<file path="config.mk">
export PLATFORM = sky130hd
export DESIGN_NAME = pipe_mem
export DESIGN_NICKNAME = d
export VERILOG_FILES = /design/src/rtl/pipe_pkg.sv /design/src/rtl/mem_align.sv /design/src/rtl/pipe_mem.sv
export SDC_FILE = /design/constraint.sdc
export NUM_CORES = 1
export LEC_CHECK = 0
export CAP_MARGIN = 20
export CORE_MARGIN = 5
export CORE_UTILIZATION = 46
export DETAILED_ROUTE_END_ITERATION = 8
export MAX_ROUTING_LAYER = met4
export PLACE_DENSITY = 0.83
export SETUP_SLACK_MARGIN = 0.1
export SLEW_MARGIN = 20
export SYNTH_ARGS = -nofsm -noshare
export SYNTH_HDL_FRONTEND = slang
export SYNTH_SLANG_ARGS = --single-unit
</file>
<file path="constraint.sdc">
create_clock -name clk -period 1.83 [get_ports clk]
set_clock_uncertainty 0.05 [all_clocks]
set_input_delay 0.366 -clock clk [delete_from_list [all_inputs] [get_ports clk]]
set_output_delay 0.366 -clock clk [all_outputs]
set_load 0.05 [all_outputs]
</file>
<file path="src/rtl/pipe_pkg.sv">
// Shared encodings and helpers for the pipeline memory-access stage.
package pipe_pkg;

    localparam int unsigned XLEN = 32;
    localparam int unsigned BE_W = XLEN / 8;

    localparam logic [1:0] SZ_BYTE = 2'd0;
    localparam logic [1:0] SZ_HALF = 2'd1;
    localparam logic [1:0] SZ_WORD = 2'd2;

    typedef enum logic {
        IDLE = 1'b0,
        BUSY = 1'b1
    } mem_state_t;

    // Reserved size counts as misaligned so it never reaches the bus.
    function automatic logic is_misaligned(input logic [1:0] size, input logic [1:0] addr_lo);
        logic r;
        case (size)
            SZ_BYTE: r = 1'b0;
            SZ_HALF: r = addr_lo[0];
            SZ_WORD: r = |addr_lo;
            default: r = 1'b1;
        endcase
        return r;
    endfunction

endpackage

</file>
<file path="src/rtl/mem_align.sv">
// Byte-lane steering: store enables/replicated data and load lane extract with extension.
module mem_align
    import pipe_pkg::*;
(
    input  logic [1:0]      i_size,
    input  logic [1:0]      i_addr_lo,
    input  logic            i_unsigned,
    input  logic [XLEN-1:0] i_st_data,
    input  logic [XLEN-1:0] i_ld_word,
    output logic [BE_W-1:0] o_be,
    output logic [XLEN-1:0] o_wdata,
    output logic [XLEN-1:0] o_ld_data
);

    logic [7:0]  w_ld_byte;
    logic [15:0] w_ld_half;

    always_comb begin
        o_be    = 4'b1111;
        o_wdata = i_st_data;
        case (i_size)
            SZ_BYTE: begin
                o_be    = 4'b0001 << i_addr_lo;
                o_wdata = {4{i_st_data[7:0]}};
            end
            SZ_HALF: begin
                o_be    = i_addr_lo[1] ? 4'b1100 : 4'b0011;
                o_wdata = {2{i_st_data[15:0]}};
            end
            default: ;
        endcase
    end

    always_comb begin
        w_ld_byte = i_ld_word[7:0];
        case (i_addr_lo)
            2'd1:    w_ld_byte = i_ld_word[15:8];
            2'd2:    w_ld_byte = i_ld_word[23:16];
            2'd3:    w_ld_byte = i_ld_word[31:24];
            default: w_ld_byte = i_ld_word[7:0];
        endcase
        w_ld_half = i_addr_lo[1] ? i_ld_word[31:16] : i_ld_word[15:0];

        o_ld_data = i_ld_word;
        case (i_size)
            SZ_BYTE: o_ld_data = i_unsigned ? {24'b0, w_ld_byte} : {{24{w_ld_byte[7]}}, w_ld_byte};
            SZ_HALF: o_ld_data = i_unsigned ? {16'b0, w_ld_half} : {{16{w_ld_half[15]}}, w_ld_half};
            default: ;
        endcase
    end

endmodule

</file>
<file path="src/rtl/pipe_mem.sv">
// Memory-access pipeline stage: issues data-memory transactions over req/ack,
// stalls upstream while one is outstanding, and registers the MEM/WB fields.
module pipe_mem
    import pipe_pkg::*;
(
    input  logic            clk,
    input  logic            rst_n,
    input  logic            in_valid,
    input  logic [4:0]      in_rd_waddr,
    input  logic            in_rd_wena,
    input  logic            in_rd_sel,
    input  logic [XLEN-1:0] in_alu_result,
    input  logic [XLEN-1:0] in_rt_data,
    input  logic            in_mem_ren,
    input  logic            in_mem_wen,
    input  logic [1:0]      in_mem_size,
    input  logic            in_mem_unsigned,
    output logic            out_stall,
    output logic            dmem_req,
    output logic            dmem_we,
    output logic [XLEN-1:0] dmem_addr,
    output logic [BE_W-1:0] dmem_be,
    output logic [XLEN-1:0] dmem_wdata,
    input  logic            dmem_ack,
    input  logic [XLEN-1:0] dmem_rdata,
    output logic [4:0]      out_rd_waddr,
    output logic            out_rd_wena,
    output logic            out_rd_sel,
    output logic [XLEN-1:0] out_alu_result,
    output logic [XLEN-1:0] out_dmem_data,
    output logic            out_addr_err
);

    mem_state_t r_state;
    mem_state_t w_next;

    logic            w_mem_op;
    logic            w_misal;
    logic            w_issue;
    logic            w_err;
    logic [BE_W-1:0] w_st_be;
    logic [XLEN-1:0] w_st_wdata;
    logic [XLEN-1:0] w_ld_data;
    logic [XLEN-1:0] w_st_ldata_unused;
    logic [BE_W-1:0] w_ld_be_unused;
    logic [XLEN-1:0] w_ld_wdata_unused;

    // Instruction captured at issue, retired into the output register on ack.
    logic [4:0]      r_p_waddr;
    logic            r_p_wena;
    logic            r_p_sel;
    logic            r_p_load;
    logic            r_p_unsigned;
    logic [1:0]      r_p_size;
    logic [XLEN-1:0] r_p_alu;

    assign w_mem_op = in_valid & (in_mem_ren | in_mem_wen);
    assign w_misal  = is_misaligned(in_mem_size, in_alu_result[1:0]);
    assign w_issue  = (r_state == IDLE) & w_mem_op & ~w_misal;
    assign w_err    = (r_state == IDLE) & w_mem_op & w_misal;

    mem_align u_store_align (
        .i_size     (in_mem_size),
        .i_addr_lo  (in_alu_result[1:0]),
        .i_unsigned (in_mem_unsigned),
        .i_st_data  (in_rt_data),
        .i_ld_word  (dmem_rdata),
        .o_be       (w_st_be),
        .o_wdata    (w_st_wdata),
        .o_ld_data  (w_st_ldata_unused)
    );

    mem_align u_load_align (
        .i_size     (r_p_size),
        .i_addr_lo  (r_p_alu[1:0]),
        .i_unsigned (r_p_unsigned),
        .i_st_data  ('0),
        .i_ld_word  (dmem_rdata),
        .o_be       (w_ld_be_unused),
        .o_wdata    (w_ld_wdata_unused),
        .o_ld_data  (w_ld_data)
    );

    always_ff @(posedge clk or negedge rst_n) begin
        if (!rst_n) r_state <= IDLE;
        else        r_state <= w_next;
    end

    // Stall drops in the ack cycle so upstream advances on the completing edge.
    always_comb begin
        w_next    = r_state;
        out_stall = 1'b0;
        case (r_state)
            IDLE: begin
                if (w_issue) begin
                    w_next    = BUSY;
                    out_stall = 1'b1;
                end
            end
            BUSY: begin
                if (dmem_ack) w_next    = IDLE;
                else          out_stall = 1'b1;
            end
        endcase
    end

    always_ff @(posedge clk or negedge rst_n) begin
        if (!rst_n) begin
            dmem_req       <= 1'b0;
            dmem_we        <= 1'b0;
            dmem_addr      <= '0;
            dmem_be        <= '0;
            dmem_wdata     <= '0;
            out_rd_waddr   <= '0;
            out_rd_wena    <= 1'b0;
            out_rd_sel     <= 1'b0;
            out_alu_result <= '0;
            out_dmem_data  <= '0;
            out_addr_err   <= 1'b0;
            r_p_waddr      <= '0;
            r_p_wena       <= 1'b0;
            r_p_sel        <= 1'b0;
            r_p_load       <= 1'b0;
            r_p_unsigned   <= 1'b0;
            r_p_size       <= '0;
            r_p_alu        <= '0;
        end else if (r_state == IDLE) begin
            out_addr_err <= w_err;
            if (w_issue) begin
                dmem_req     <= 1'b1;
                dmem_we      <= in_mem_wen;
                dmem_addr    <= {in_alu_result[XLEN-1:2], 2'b00};
                dmem_be      <= w_st_be;
                dmem_wdata   <= w_st_wdata;
                r_p_waddr    <= in_rd_waddr;
                r_p_wena     <= in_rd_wena & in_mem_ren;
                r_p_sel      <= in_rd_sel;
                r_p_load     <= in_mem_ren;
                r_p_unsigned <= in_mem_unsigned;
                r_p_size     <= in_mem_size;
                r_p_alu      <= in_alu_result;
                out_rd_wena  <= 1'b0;
            end else begin
                out_rd_waddr   <= in_rd_waddr;
                out_rd_sel     <= in_rd_sel;
                out_alu_result <= in_alu_result;
                out_rd_wena    <= in_valid & in_rd_wena & ~w_err;
            end
        end else if (dmem_ack) begin
            dmem_req       <= 1'b0;
            out_rd_waddr   <= r_p_waddr;
            out_rd_wena    <= r_p_wena;
            out_rd_sel     <= r_p_sel;
            out_alu_result <= r_p_alu;
            if (r_p_load) out_dmem_data <= w_ld_data;
        end
    end

endmodule

</file>
==> flow_summary.yaml <==
status:
  status: "complete, but fails checks"
  violations: "negative setup slack"
cts:
  clkTransAtPathRegs_ps: 60
  cts_num_sinks: 154
  cts_buffer_depth: 2
  cts_buffers: 17
  cts-htree-levels: 4
  root_buffer: "clkbuf_16"
  cts_tree: "yes"
  insertion_delay_ps: 410
cells_and_area:
  nets: 1163
  fillers: 1224
  final_util: 0.678
  mostFrequentLayoutCell: "nand2_1"
  final_area_mm2: 0.0108
  area_growth_pct: 43.5
  mostFrequentLayoutCells: "nand2_1, buf_4, dfrtp_1"
  final_layout_size_suffix_gt1_frac: 0.234
setup_path:
  critPathTopFamily: "buffers and inverters"
  startpoint_type: "input pin"
  worstPathArrival_ps: 1480
  crit_required_ps: 1410
  path_class: "in2out"
  crit_slowest_cell: "clkdlybuf4s50_1"
  crit_path_cell_trace: "clkdlybuf4s50_1, buf_4, o221ai_4, o21ai_4, buf_12"
  cp_num_buf_inv: 3
  rr_startpoint: "r_state$_DFF_PN0_"
  crit_path_start: "in_mem_wen"
  crit_path_max_incr_delay_ps: 440
  worstPathMaxFanout: 4
  cp-end-kind: "output port"
synthesis:
  synth_area_mm2: 0.00756
  seq_area_frac_synth: 0.510
  syn_area_per_cell_um2: 9.36
  synth_cell_types: 41
  synth_warnings: 0
  synth_flop_cell: "dfrtp_1"
  synth_edf_count: 0
  async_flop_share: 1.00
  synthCells: 808
  ys_ff_latch: 154
sta:
  worst_pin_slew_ps: 622
  layout_min_cycle_time_ps: 1900
  final_hold_viol_count: 0
  rsz0062_at_grt: "yes"
  setup_viol: 1
  finalCritPeriodShare: 1.04
  slew_headroom: 0.585
  maxSlewViolCount: 0
  worst_slack_ps: -65.6
  timing.fmax_mhz: 528
power_and_ir_drop:
  leakage_nw: 5.32
  ir_worst_vdd_mv: 0.886
  finalPower_mw: 15.8
  power.density_mw_per_mm2: 1460
route:
  detail_route.first_pass.iterations: 5
  drc: 0
  routedWlPerCell_um: 18.5
  routed_wirelength_um: 23600
  via_per_inst: 5.45
  ant_nets: 0
  num_vias: 6986
  drt_iter0_markers: 421
grt:
  overflow: 0
  antenna_found_initial: 1
  track_usage: 0.247
  grt_pass1_wl_um: 37500
  grt_max_degree: 70
  grt_pass1_vias: 7111
die:
  std_cell_rows: 46
  fp.dieW_um: 138
  core_mm2: 0.0160
  die_h_um: 138
  dieArea_mm2: 0.0191
  io_pins: 255
  start_util: 0.473
placed_design:
  dpl.hpwl_um: 16400
  placed_area_mm2: 0.0101
  gp_congestion: 0.850
  numPortBuffers: 252
  dpl_worst_slack_ps: -628
worst_hold_path:
  hp-class: "in2reg"
  min_from: "dmem_ack"
job:
  maxCapViolCount: 0
## final timing paths
check | to | slack, ps | cells after the start
min in group asynchronous | out_alu_result[27]$_DFFE_PN0P_ | 420 | 2
worst min-delay path | r_state$_DFF_PN0_ | 360 | 3
worst max register to register | out_alu_result[30]$_DFFE_PN0P_ | 130 | 6
worst min register to register | r_p_wena$_DFFE_PN0P_ | 420 | 2
max in group asynchronous | dmem_wdata[5]$_DFFE_PN0P_ | 730 | 3
worst max-delay path | out_stall | -70 | 5
## state kept, by name, summed over array words and instances (netlist names), 2 cells and up
name,cells
r_p_size,2
dmem_be,4
out_dmem_data,32
r_p_alu,32
dmem_wdata,32
out_rd_waddr,5
r_p_waddr,5
out_alu_result,32
## cell type report
cell class	instances	area, um2	area share
diodes	1	2.50	0.000231
clock buffers	20	447	0.0412
clock inverters	12	173	0.0159
inverters	11	45.0	0.00415
multi-input cells	554	3190	0.294
flip-flops and latches	154	3850	0.355
well taps	216	270	0.0249
repair buffers	313	2870	0.265
## cell families (layout without fill, tap and decap cells)
kind of cell	after synthesis	in the layout	synth area share
and+or+nand+nor	339	340	0.187
DFF	154	154	0.510
muxes	66	66	0.0874
buffers and inverters	102	356	0.0801
other	1	3	0.000496
AOI/OAI and AO/OA	145	145	0.134
xor gates and xnor gates	1	1	0.00116
## Yosys cell counts, types with 2 or more instances
cell type / instances / share of area
o21ai_0: 53 / 0.035
a21oi_1: 26 / 0.017
buf_6: 8 / 0.012
nor2_1: 67 / 0.033
buf_4: 35 / 0.035
o311ai_0: 2 / 0.0023
buf_1: 3 / 0.0015
nand2_1: 207 / 0.10
a211o_1: 8 / 0.0093
nand2b_1: 5 / 0.0041
nand3_1: 36 / 0.024
nand3b_1: 7 / 0.0070
dfrtp_1: 154 / 0.51
mux2i_1: 66 / 0.087
o2bb2ai_1: 2 / 0.0023
clkbuf_1: 20 / 0.0099
inv_1: 11 / 0.0055
a221o_1: 38 / 0.050
a31oi_1: 7 / 0.0058
nor2b_1: 8 / 0.0066
buf_2: 25 / 0.017
## power by group
part | leakage [nW] | internal, mW | switching (mW)
Sequential | 1.90 | 4.34 | 0.688
Combinational | 3.12 | 2.26 | 4.84
Clock | 0.300 | 2.31 | 1.40
## worst min-delay path, delay by kind of cell
family / cells / cell delay [ps]
buf+inv: 2 / 340
compound gates: 1 / 70
## timing repair
item,CTS,global route
pin swaps,2,1
gates cloned,1,1
endpoints found under the hold margin,42,0
hold buffers,1,0
resized for setup,10,24
setup buffers,4,4
setup endpoints to repair,74,31
## metal layers
metal | share of wire | track usage | up-vias
met5 | 0 | - | -
met4 | 0.034 | 0.0952 | 0
met3 | 0.068 | 0.0545 | 51
met2 | 0.49 | 0.396 | 304
met1 | 0.41 | 0.306 | 3406
li1 | - | - | 3225
## stage by stage
step / setup TNS [ps] / cells / hold WS, ps
after floorplan: 0 / 809 / 20.4
after global placement: -46020 / 1237 / 289
after detailed placement: -49290 / 1237 / 292
after CTS: -954 / 1275 / 350
after global routing: -122 / 1281 / 355
final: -65.6 / 1281 / 355
Power figures use the tool's default switching activity.
